### config.mk
export PLATFORM = sky130hd
export DESIGN_NAME = nbit_serial_adder
export DESIGN_NICKNAME = d
export VERILOG_FILES = /design/src/rtl/nbit_serial_adder.sv
export SDC_FILE = /design/constraint.sdc
export NUM_CORES = 1
export LEC_CHECK = 0
export BUFFER_PORTS_ARGS = -buffer_cell sky130_fd_sc_hd__buf_2
export CORE_ASPECT_RATIO = 1.5
export CORE_MARGIN = 10
export CORE_UTILIZATION = 30
export CTS_CLUSTER_SIZE = 24
export DETAILED_ROUTE_END_ITERATION = 10
export SYNTH_ARGS = -nofsm -noshare
export SYNTH_HDL_FRONTEND = slang
export SYNTH_SLANG_ARGS = --single-unit
### constraint.sdc
create_clock -name clk -period 1.7 [get_ports clk]
set_input_delay 0.34 -clock clk [delete_from_list [all_inputs] [get_ports clk]]
set_output_delay 0.34 -clock clk [all_outputs]
set_load 0.02 [all_outputs]
### src/rtl/nbit_serial_adder.sv
// Bit-serial N-bit adder: X = A + B + cin, one bit per clock, LSB first.
// start/done handshake, with back-to-back accept from DONE.
module nbit_serial_adder #(
  parameter int unsigned bits = 8
) (
  input  logic            clk,
  input  logic            rst,
  input  logic            start,
  input  logic            cin,
  input  logic [bits-1:0] A,
  input  logic [bits-1:0] B,
  output logic            busy,
  output logic            done,
  output logic [bits-1:0] X,
  output logic            cout
);

  localparam int unsigned cw = (bits > 1) ? $clog2(bits) : 1;
  localparam logic [cw-1:0] last = cw'(bits - 1);

  typedef enum logic [1:0] {IDLE, RUN, DONE} state_t;

  state_t          state;
  logic [bits-1:0] a_sr;
  logic [bits-1:0] b_sr;
  logic [bits-1:0] sum_sr;
  logic [cw-1:0]   count;
  logic            carry;

  logic            s;
  logic            c_next;
  logic [bits-1:0] sum_next;

  // Single full-adder cell, time-multiplexed over the operand LSBs.
  always_comb begin
    s        = a_sr[0] ^ b_sr[0] ^ carry;
    c_next   = (a_sr[0] & b_sr[0]) | (a_sr[0] & carry) | (b_sr[0] & carry);
    sum_next = {s, sum_sr[bits-1:1]};
  end

  always_ff @(posedge clk) begin
    if (rst) begin
      state  <= IDLE;
      a_sr   <= '0;
      b_sr   <= '0;
      sum_sr <= '0;
      count  <= '0;
      carry  <= 1'b0;
      busy   <= 1'b0;
      done   <= 1'b0;
      X      <= '0;
      cout   <= 1'b0;
    end else begin
      case (state)
        IDLE, DONE: begin
          done <= 1'b0;
          if (start) begin
            a_sr   <= A;
            b_sr   <= B;
            carry  <= cin;
            sum_sr <= '0;
            count  <= '0;
            busy   <= 1'b1;
            state  <= RUN;
          end else begin
            busy  <= 1'b0;
            state <= IDLE;
          end
        end
        RUN: begin
          a_sr   <= a_sr >> 1;
          b_sr   <= b_sr >> 1;
          carry  <= c_next;
          sum_sr <= sum_next;
          count  <= count + cw'(1);
          if (count == last) begin
            X     <= sum_next;
            cout  <= c_next;
            busy  <= 1'b0;
            done  <= 1'b1;
            state <= DONE;
          end
        end
        default: begin
          busy  <= 1'b0;
          done  <= 1'b0;
          state <= IDLE;
        end
      endcase
    end
  end

endmodule

==> impl_results.md, run 1 <==
- CP endpoint kind: flip-flop
- Multi-input gate area in the final layout: 711 um^2
- Number of antenna violations at the first check in global routing: 0
- Outcome: finished, final reports clean
- DR top layer: met4
- Slew @ Worst Pin: 0.379 ns
- DR iter-0 viols: 110
- Die Wd: 79.8 um
- Asr flop ratio synth: 0
- Largest net degree at the start of global routing: 46
- Non-Filler Instances: 290
- Synth area leader: dfxtp_1
- Setup slack after layout: 0.282 ns
- Top cells by area, synth: dfxtp_1 50%, nand2_1 12%, a311oi_1 8.2%, a21oi_1 6.8%, nand3_1 6.5%
- Setup bufs post-CTS: 0
- Setup crit end: X[0]
- RSZ-0062 raised after global routing: false
- Critical R2R Launch: count[0]
- Maximum clock rate: 0.705 GHz
- Syn. warnings: 0
- Worst EP arrival: 1.60 ns
- Top cell family by delay on the critical path: simple AND/OR/NAND/NOR gates
- Post-synth top flop: dfxtp_1
- Crit path launch type: flip-flop
- Post-synth top cells: 50 x nand2_1, 40 x dfxtp_1, 22 x a21oi_1
- Fin Setup TNS: 0 ns
- Cells after synthesis: 195
- Buf/Inv on CP: 0
- FILL cells: 556
- CTS Hold Bufs: 0
- Clock skew: 0.00441 ns
- First-pass GRT wire length: 5860 um
- CTS sink count: 40
- DRC violations left: 0
- Via density: 4.79
- Worst path depth: 5
- Share of the synthesized area in the top cell type: 0.498
- R2R Setup Slk: 0.28 ns
- Worst ir drop on vdd: 0.511 mV
- Final Wtd Congestion: 0.734
- Io pins: 31
- WL final: 3580 um
- Post-cts sizing count: 0
- GRT overflow: 0
- DIE AREA: 8750 um^2
- Final Util: 0.370
- DRT Pass-1 Iters: 4
- Final period utilization: 0.834
- Crit path top cell by count: ha_1
- Skew-Pair Late Insertion Delay: 0.29 ns
- Setup Viol. Count Final: 0
- DR vias: 1389
- Hold path start: B[7]
- Post-DP Area: 1820 um^2
- P&R area growth vs syn: 18.8%
- Critical path type: reg -> reg
- Final hold violation count: 0
- Critical Path RT: 1.89 ns
- Avg Inst Size Synth: 8.25 um^2
- Total Routing Usage GR: 0.0825
- Vias in the first global route: 1287
- Most numerous cell in the Yosys netlist: nand2_1
- Synth Cell Area: 1610 um^2
- Routed WL per cell: 12.4 um
- Period minus WS final: 1.42 ns
- Met3 routed WL: 211 um
- Inst Count DP: 282
- Largest fanout on the critical path: 9
- Clk buf depth: 2
- Post-route cell area: 1910 um^2
- Hpwl dp: 2410 um
- WL met2: 1750 um
- Max-cap check violation count: 0
- Critical Path Start: count[0]
- Share of cells above drive strength 1: 0.198
- Sequential share of the synthesized area: 0.498
- Post-synth cell types: 20
- Pwr dens: 975 nW/um^2
- CTS tree: yes
- FF+latch count, synth: 40
- Post-synth EDFFs: 0
- Die H: 110 um
- Layout Nets: 244
- CTS Buf Count: 5
- Cell Chain, Critical Path: ha_1, ha_1, nand3b_1, nand2_1, a21oi_1
- Leakage Power: 0.754 nW
- Max_slew headroom: 0.747
- Root Buffer: clkbuf_8
- Syn Nets: 218
- Port bufs: 30
- DRT antenna net count: 0
- CTS H-Tree Depth: 2
- Diode count: 0
- Total power: 1.86 mW
- Core Rows: 32
- Clk slew on worst S/H paths: 0.08 ns
- Core area: 5160 um^2
- R2R depth: 5
- Worst reg2reg endpoint: X[0]
- FF+latch area: 801 um^2
- Routed length on met1: 1580 um
- Slew Viols, Final: 0
- Critical Path Max Stage Delay: 0.35 ns
- Hold slack: 0.284 ns
- Initial cell density of the core: 0.311
- Worst Hold Class: in -> reg
- Setup Slack @ Placement: 0.281 ns
- Slowest-stage cell, CP: dfxtp_1
-- worst min-delay path by stage --
stage                    to  cells past startpoint  slack [ns]
floorplan              X[0]                      2        0.44
global placement       X[2]                      2        0.44
detailed placement     X[6]                      2        0.45
CTS                 b_sr[7]                      3        0.27
global route        a_sr[7]                      3        0.29
finish              b_sr[7]                      3        0.28
-- metal layers --
metal	vias up	global-route usage
li1	721	-
met1	630	0.0948
met2	33	0.133
met5	-	0
met3	5	0.0327
met4	0	0.0341
-- report_power, final --
part	total, mW	switching, mW	internal (mW)
registers	1.01	0.0268	0.984
logic	0.207	0.124	0.0834
clock network	0.645	0.321	0.324
-- cell usage in the layout, fill, tap and decap left out --
master    netlist  final
buf_2           5     30
dfxtp_1        40     40
nand3b_1        2      2
nand2b_1        3      3
buf_4           5      4
ha_1            2      2
nor2_1         17     17
nand3_1        21     21
and2b_1         1      1
o21a_1          1      1
a311oi_1       15     15
clkinv_2        0      2
nor2b_1         1      1
fa_1            1      1
nor3_1          1      1
nand2_1        50     50
clkbuf_8        0      6
a21oi_1        22     22
buf_12          0      2
nor3b_1         1      1
-- tightest hold or removal path: stages --
cell	delay (ns)
buf_2	0.09
nand2_1	0.04
a21oi_1	0.05
-- layout make-up --
| type | count | share of cell area |
|---|---|---|
| multi-input cells | 138 | 0.372 |
| flip-flops and latches | 40 | 0.419 |
| clock buffers | 6 | 0.0433 |
| well taps | 68 | 0.0446 |
| repair buffers | 36 | 0.115 |
| clock inverters | 2 | 0.00524 |
-- state kept, by name (all words and copies together) (netlist names) --
| register | count |
|---|---|
| a_sr | 8 |
| count | 3 |
| carry | 1 |
| sum_sr | 7 |
| done | 1 |
| state | 2 |
| X | 8 |
| busy | 1 |
| cout | 1 |
| b_sr | 8 |
-- cells by family (layout without fill, tap and decap cells) --
kind of cell	Yosys count	after routing	synth area share
and+or+nand+nor	97	97	0.259
DFF	40	40	0.498
AOI/OAI and AO/OA	38	38	0.155
buffers and inverters	17	44	0.0599
adders and majority gates	3	3	0.0280
Power figures use the tool's default switching activity.
==> run 2: changes to the inputs <==
- clock period: 1.7 -> 1.41 ns (I/O delays scaled with it)
==> run 2 against run 1 <==
  * Critical path type unchanged
  * Utilization is 0.78 points higher
  * Global-route usage is 0.13 points higher
  * Worst setup slack worse by 0.11 ns
  * Sequential share of layout area is 0.86 points lower
  * Wire length is 0.98% lower
  * Non-clock buffer count is 4 higher
  * First-iteration DRC count is 30% lower
  * Flip-flop and latch count stayed put
  * Worst hold slack worse by 0.059 ns
==> impl_results.md, run 2 (synthesis gave the netlist of run 1 again) <==
- Outcome: finished, final reports clean (unchanged)
- Critical Path RT: 1.64 ns (was 1.89 ns)
- Diode count: 0 (unchanged)
- CTS tree: yes (unchanged)
- Routed WL per cell: 12.1 um (was 12.4 um)
- First-pass GRT wire length: 5960 um (was 5860 um)
- DIE AREA: 8750 um^2 (unchanged)
- Period minus WS final: 1.24 ns (was 1.42 ns)
- Commonest non-fill, non-tap cell in the layout: nand2_1 (unchanged)
- Share of cells above drive strength 1: 0.204 (was 0.198)
- Leakage Power: 0.771 nW (was 0.754 nW)
- Layout Nets: 248 (was 244)
- WL final: 3550 um (was 3580 um)
- Clock power frac: 0.344 (was 0.346)
- Root Buffer: clkbuf_8 (unchanged)
- Largest net degree at the start of global routing: 46 (unchanged)
- DRT Pass-1 Iters: 4 (unchanged)
- Hpwl dp: 2420 um (was 2410 um)
- CTS Buf Count: 5 (unchanged)
- Largest fanout on the critical path: 13 (was 9)
- Net Sw Frac: 0.248 (was 0.253)
- RSZ-0062 raised after global routing: false (unchanged)
- Sequential power share: 0.540 (was 0.543)
- Max_slew headroom: 0.828 (was 0.747)
- Post-DP Area: 1840 um^2 (was 1820 um^2)
- Clk buf depth: 2 (unchanged)
- DRT antenna net count: 0 (unchanged)
- CTS sink count: 40 (unchanged)
- Skew-Pair Late Insertion Delay: 0.29 ns (about the same)
- Max-cap check violation count: 0 (unchanged)
- CTS H-Tree Depth: 2 (unchanged)
- Final hold violation count: 0 (unchanged)
- Vias in the first global route: 1316 (was 1287)
- Io pins: 31 (unchanged)
- DR vias: 1408 (was 1389)
- Clock skew: 0.00473 ns (was 0.00441 ns)
- P&R area growth vs syn: 21.2% (was 18.8%)
- Maximum clock rate: 0.808 GHz (was 0.705 GHz)
- DR iter-0 viols: 77 (was 110)
- Setup Viol. Count Final: 0 (unchanged)
- Core area: 5160 um^2 (unchanged)
- R2R Setup Slk: 0.17 ns (was 0.28 ns)
- Final Wtd Congestion: 0.724 (was 0.734)
- Worst EP arrival: 1.46 ns (was 1.60 ns)
- Post-route cell area: 1950 um^2 (was 1910 um^2)
- Slew Viols, Final: 0 (unchanged)
- Total Routing Usage GR: 0.0838 (was 0.0825)
- Comb pwr share: 0.116 (was 0.111)
- Worst Hold Class: in -> reg (unchanged)
- Registers with the most flip-flops: X x8, a_sr x8, b_sr x8 (unchanged)
- Crit path launch type: flip-flop (unchanged)
- Final period utilization: 0.877 (was 0.834)
- CP endpoint kind: flip-flop (unchanged)
- Port bufs: 30 (unchanged)
- Post-cts sizing count: 0 (unchanged)
- Die Wd: 79.8 um (unchanged)
- DRC violations left: 0 (unchanged)
- Via density: 4.79 (about the same)
- Critical path type: reg -> reg (unchanged)
- Initial cell density of the core: 0.311 (unchanged)
- Core Rows: 32 (unchanged)
- Slew @ Worst Pin: 0.258 ns (was 0.379 ns)
- Fin Setup TNS: 0 ns (unchanged)
- Switching pwr: 0.560 mW (was 0.472 mW)
- Number of antenna violations at the first check in global routing: 0 (unchanged)
- Die H: 110 um (unchanged)
- Commonest non-fill, non-tap cells in the layout: 50 x nand2_1, 40 x dfxtp_1, 30 x buf_2, 22 x a21oi_1, 21 x nand3_1 (unchanged)
- Worst ir drop on vdd: 0.553 mV (was 0.511 mV)
- Pwr dens: 1160 nW/um^2 (was 975 nW/um^2)
- GRT overflow: 0 (unchanged)
- Clk slew on worst S/H paths: 0.07 ns (was 0.08 ns)
- Internal power: 1.70 mW (was 1.39 mW)
run 2: critical path, stage by stage (launching register included):
cell	delay [ns]
dfxtp_1	0.32
ha_1	0.19
ha_1	0.19
buf_4	0.19
nand3b_1	0.16
a21oi_1	0.13
run 2: timing repair:
action                                  CTS  global route
endpoints found under the setup margin    0             6
buffers inserted                          0             2
hold buffers                              0             0
run 2: layout make-up:
class / instances / area, um^2
fill: 534 / 3220
clock buffer: 8 / 90.1
multi-input combinational: 138 / 711
timing repair buffer: 40 / 263
sequential: 40 / 801
tap: 68 / 85.1
run 2: worst paths after layout:
path | end | from | depth (start not counted)
max reg2reg | busy | count[0] | 5
max | busy | count[0] | 5
min | b_sr[7] | B[7] | 3
min reg2reg | X[1] | X[1] | 2
run 2: per-layer routing:
layer,up-vias,global-route usage,part of all wire
met5,-,0,0
met4,0,0.0417,0.015
met3,5,0.0319,0.062
met2,25,0.141,0.50
met1,650,0.0898,0.42
li1,728,-,-
run 2: power by group through the flow:
stage | Clock [mW] | Sequential (mW) | Combinational [mW]
after global routing | 0.849 | 1.22 | 0.296
final | 0.776 | 1.22 | 0.262
after CTS | 0.806 | 1.22 | 0.265
after detailed placement | 0 | 1.24 | 0.265
after floorplan | 0 | 1.24 | 0.186
after global placement | 0 | 1.24 | 0.263
run 2: through the flow:
| stage | std cells | power [mW] | hold slack, ns | setup slack (ns) | util |
|---|---|---|---|---|---|
| global route | 294 | 2.37 | 0.241 | 0.0588 | 0.377 |
| finish | 294 | 2.26 | 0.225 | 0.173 | 0.377 |
| detailed placement | 284 | 1.51 | 0.446 | 0.102 | 0.357 |
| CTS | 292 | 2.29 | 0.216 | 0.0797 | 0.375 |
| global placement | 284 | 1.51 | 0.441 | 0.141 | 0.357 |
| floorplan | 195 | 1.43 | 0.418 | 0.203 | - |
==> run 3: changes to the inputs <==
- CAP_MARGIN: default -> 15
- CORE_UTILIZATION: 30 -> 53
- PLACE_DENSITY: default -> 0.77
==> run 3 against run 2 <==
  * Clock power is 23% higher
  * Fmax fell by 4.8%
  * Worst hold slack gained 0.0036 ns
  * Register-to-register slack worse by 0.06 ns
  * Non-clock buffer count decreased by 5
  * Die area down 35%
  * Worst setup slack lost 0.062 ns
  * Final area is 2.8% lower
  * Critical path type unchanged
  * Critical endpoint unchanged
==> impl_results.md, run 3 (synthesis gave the netlist of run 1 again) <==
- Outcome: finished, final reports clean (unchanged)
- Pwr dens: 1280 nW/um^2 (was 1160 nW/um^2)
- DRT Pass-1 Iters: 4 (unchanged)
- Largest net degree at the start of global routing: 46 (unchanged)
- CTS sink count: 40 (unchanged)
- Worst EP arrival: 1.53 ns (was 1.46 ns)
- Skew-Pair Late Insertion Delay: 0.30 ns (was 0.29 ns)
- Die H: 87.5 um (was 110 um)
- Largest fanout on the critical path: 11 (was 13)
- R2R Setup Slk: 0.11 ns (was 0.17 ns)
- Total Routing Usage GR: 0.126 (was 0.0838)
- Maximum clock rate: 0.769 GHz (was 0.808 GHz)
- CTS Hold Bufs: 0 (unchanged)
- Routed WL per cell: 12.7 um (was 12.1 um)
- Registers with the most flip-flops: X x8, a_sr x8, b_sr x8 (unchanged)
- DR vias: 1400 (was 1408)
- Max_slew headroom: 0.553 (was 0.828)
- CTS tree: yes (unchanged)
- CP endpoint kind: flip-flop (unchanged)
- Critical path type: reg -> reg (unchanged)
- Clock skew: 0.00492 ns (was 0.00473 ns)
- R2R depth: 5 (unchanged)
- Setup Viol. Count Final: 0 (unchanged)
- Core area: 2910 um^2 (was 5160 um^2)
- Critical R2R Launch: count[0] (unchanged)
- FILL cells: 274 (was 534)
- Io pins: 31 (unchanged)
- Hold slack: 0.228 ns (was 0.225 ns)
- Clk slew on worst S/H paths: 0.08 ns (was 0.07 ns)
- Commonest non-fill, non-tap cell in the layout: nand2_1 (unchanged)
- P&R area growth vs syn: 17.9% (was 21.2%)
- Hold path endpoint: b_sr[7] (unchanged)
- Hold Path Stages: 3 (unchanged)
- Max-cap check violation count: 0 (unchanged)
- Leakage Power: 0.754 nW (was 0.771 nW)
- RSZ-0062 raised after global routing: false (unchanged)
- Commonest non-fill, non-tap cells in the layout: 50 x nand2_1, 40 x dfxtp_1, 30 x buf_2, 22 x a21oi_1, 21 x nand3_1 (unchanged)
- CTS Buf Count: 5 (unchanged)
- DRT antenna net count: 0 (unchanged)
- Port bufs: 30 (unchanged)
- Number of antenna violations at the first check in global routing: 0 (unchanged)
- Worst reg2reg endpoint: busy (unchanged)
- CTS H-Tree Depth: 2 (unchanged)
- Diode count: 0 (unchanged)
- Hold path start: B[7] (unchanged)
- Initial cell density of the core: 0.552 (was 0.311)
- GRT overflow: 0 (unchanged)
- WL final: 3320 um (was 3550 um)
- Hpwl dp: 2230 um (was 2420 um)
- Vias in the first global route: 1380 (was 1316)
- Core Rows: 24 (was 32)
- Post-cts sizing count: 0 (unchanged)
- Setup bufs post-CTS: 0 (unchanged)
- Final Wtd Congestion: 0.793 (was 0.724)
- Non-Filler Instances: 261 (was 294)
- Worst ir drop on vdd: 0.764 mV (was 0.553 mV)
- Final hold violation count: 0 (unchanged)
- First-pass GRT wire length: 5800 um (was 5960 um)
- Period minus WS final: 1.30 ns (was 1.24 ns)
- Slew @ Worst Pin: 0.670 ns (was 0.258 ns)
- Inst Count DP: 252 (was 284)
- Critical Path RT: 1.64 ns (about the same)
- Root Buffer: clkbuf_8 (unchanged)
- Fin Setup TNS: 0 ns (unchanged)
- DRC violations left: 0 (unchanged)
- Layout Nets: 244 (was 248)
- Slew Viols, Final: 0 (unchanged)
- DR iter-0 viols: 67 (was 77)
- Clk buf depth: 2 (unchanged)
- Share of cells above drive strength 1: 0.194 (was 0.204)
- DIE AREA: 5680 um^2 (was 8750 um^2)
- Via density: 5.36 (was 4.79)
- Crit path launch type: flip-flop (unchanged)
- Final period utilization: 0.922 (was 0.877)
- Worst Hold Class: in -> reg (unchanged)
- Total power: 2.42 mW (was 2.26 mW)
- Die Wd: 65.0 um (was 79.8 um)
run 3: changes by cell type in the layout (fill, tap and decap cells not counted):
cell and change:
buf_4 -4, clkbuf_1 -2, buf_12 -1, bufinv_16 +1
clkbuf_8 -1, clkinvlp_4 +1, inv_6 +1, nand3b_1 +1
run 3: how the worst max path moves through the flow:
stage	startpoint	endpoint	slack [ns]	cells past startpoint
after floorplan	count[0]	X[0]	0.20	5
after global placement	count[0]	X[7]	0.16	5
after detailed placement	count[0]	X[6]	0.08	5
after CTS	count[0]	X[6]	0.06	5
after global routing	count[0]	X[2]	0.02	5
final	count[0]	busy	0.11	5
run 3: metal layers:
metal,global-route usage,wire [um],up-vias
met5,0,0,-
met4,0.0645,55,0
met3,0.0554,215,6
met2,0.203,1580,37
met1,0.135,1470,636
li1,-,-,721
run 3: layout make-up:
type                       count  area (um^2)  share of cell area
sequential                    40          801               0.422
multi-input combinational    139          718               0.379
timing repair buffer          35          213               0.112
clock buffer                   5         68.8              0.0363
tap                           39         48.8              0.0257
clock inverter                 3         46.3              0.0244
run 3: where the power goes:
part | internal [mW] | leakage, nW | switching, mW
Sequential | 1.19 | 0.327 | 0.0337
Clock | 0.533 | 0.0548 | 0.422
Combinational | 0.102 | 0.372 | 0.147
Total | 1.82 | 0.754 | 0.602
run 3: critical path, stage by stage, from the launching register on:
cell and delay (ns):
dfxtp_1 0.32, ha_1 0.20, ha_1 0.23, buf_4 0.19, nand3b_1 0.16, a21oi_1 0.13
run 3: per-stage QoR:
stage / setup WS, ns / cell area [um^2] / util
after global placement: 0.161 / 1770 / 0.609
final: 0.110 / 1900 / 0.651
after CTS: 0.0596 / 1890 / 0.648
after floorplan: 0.203 / 1610 / -
after detailed placement: 0.0767 / 1770 / 0.609
after global routing: 0.0212 / 1900 / 0.651
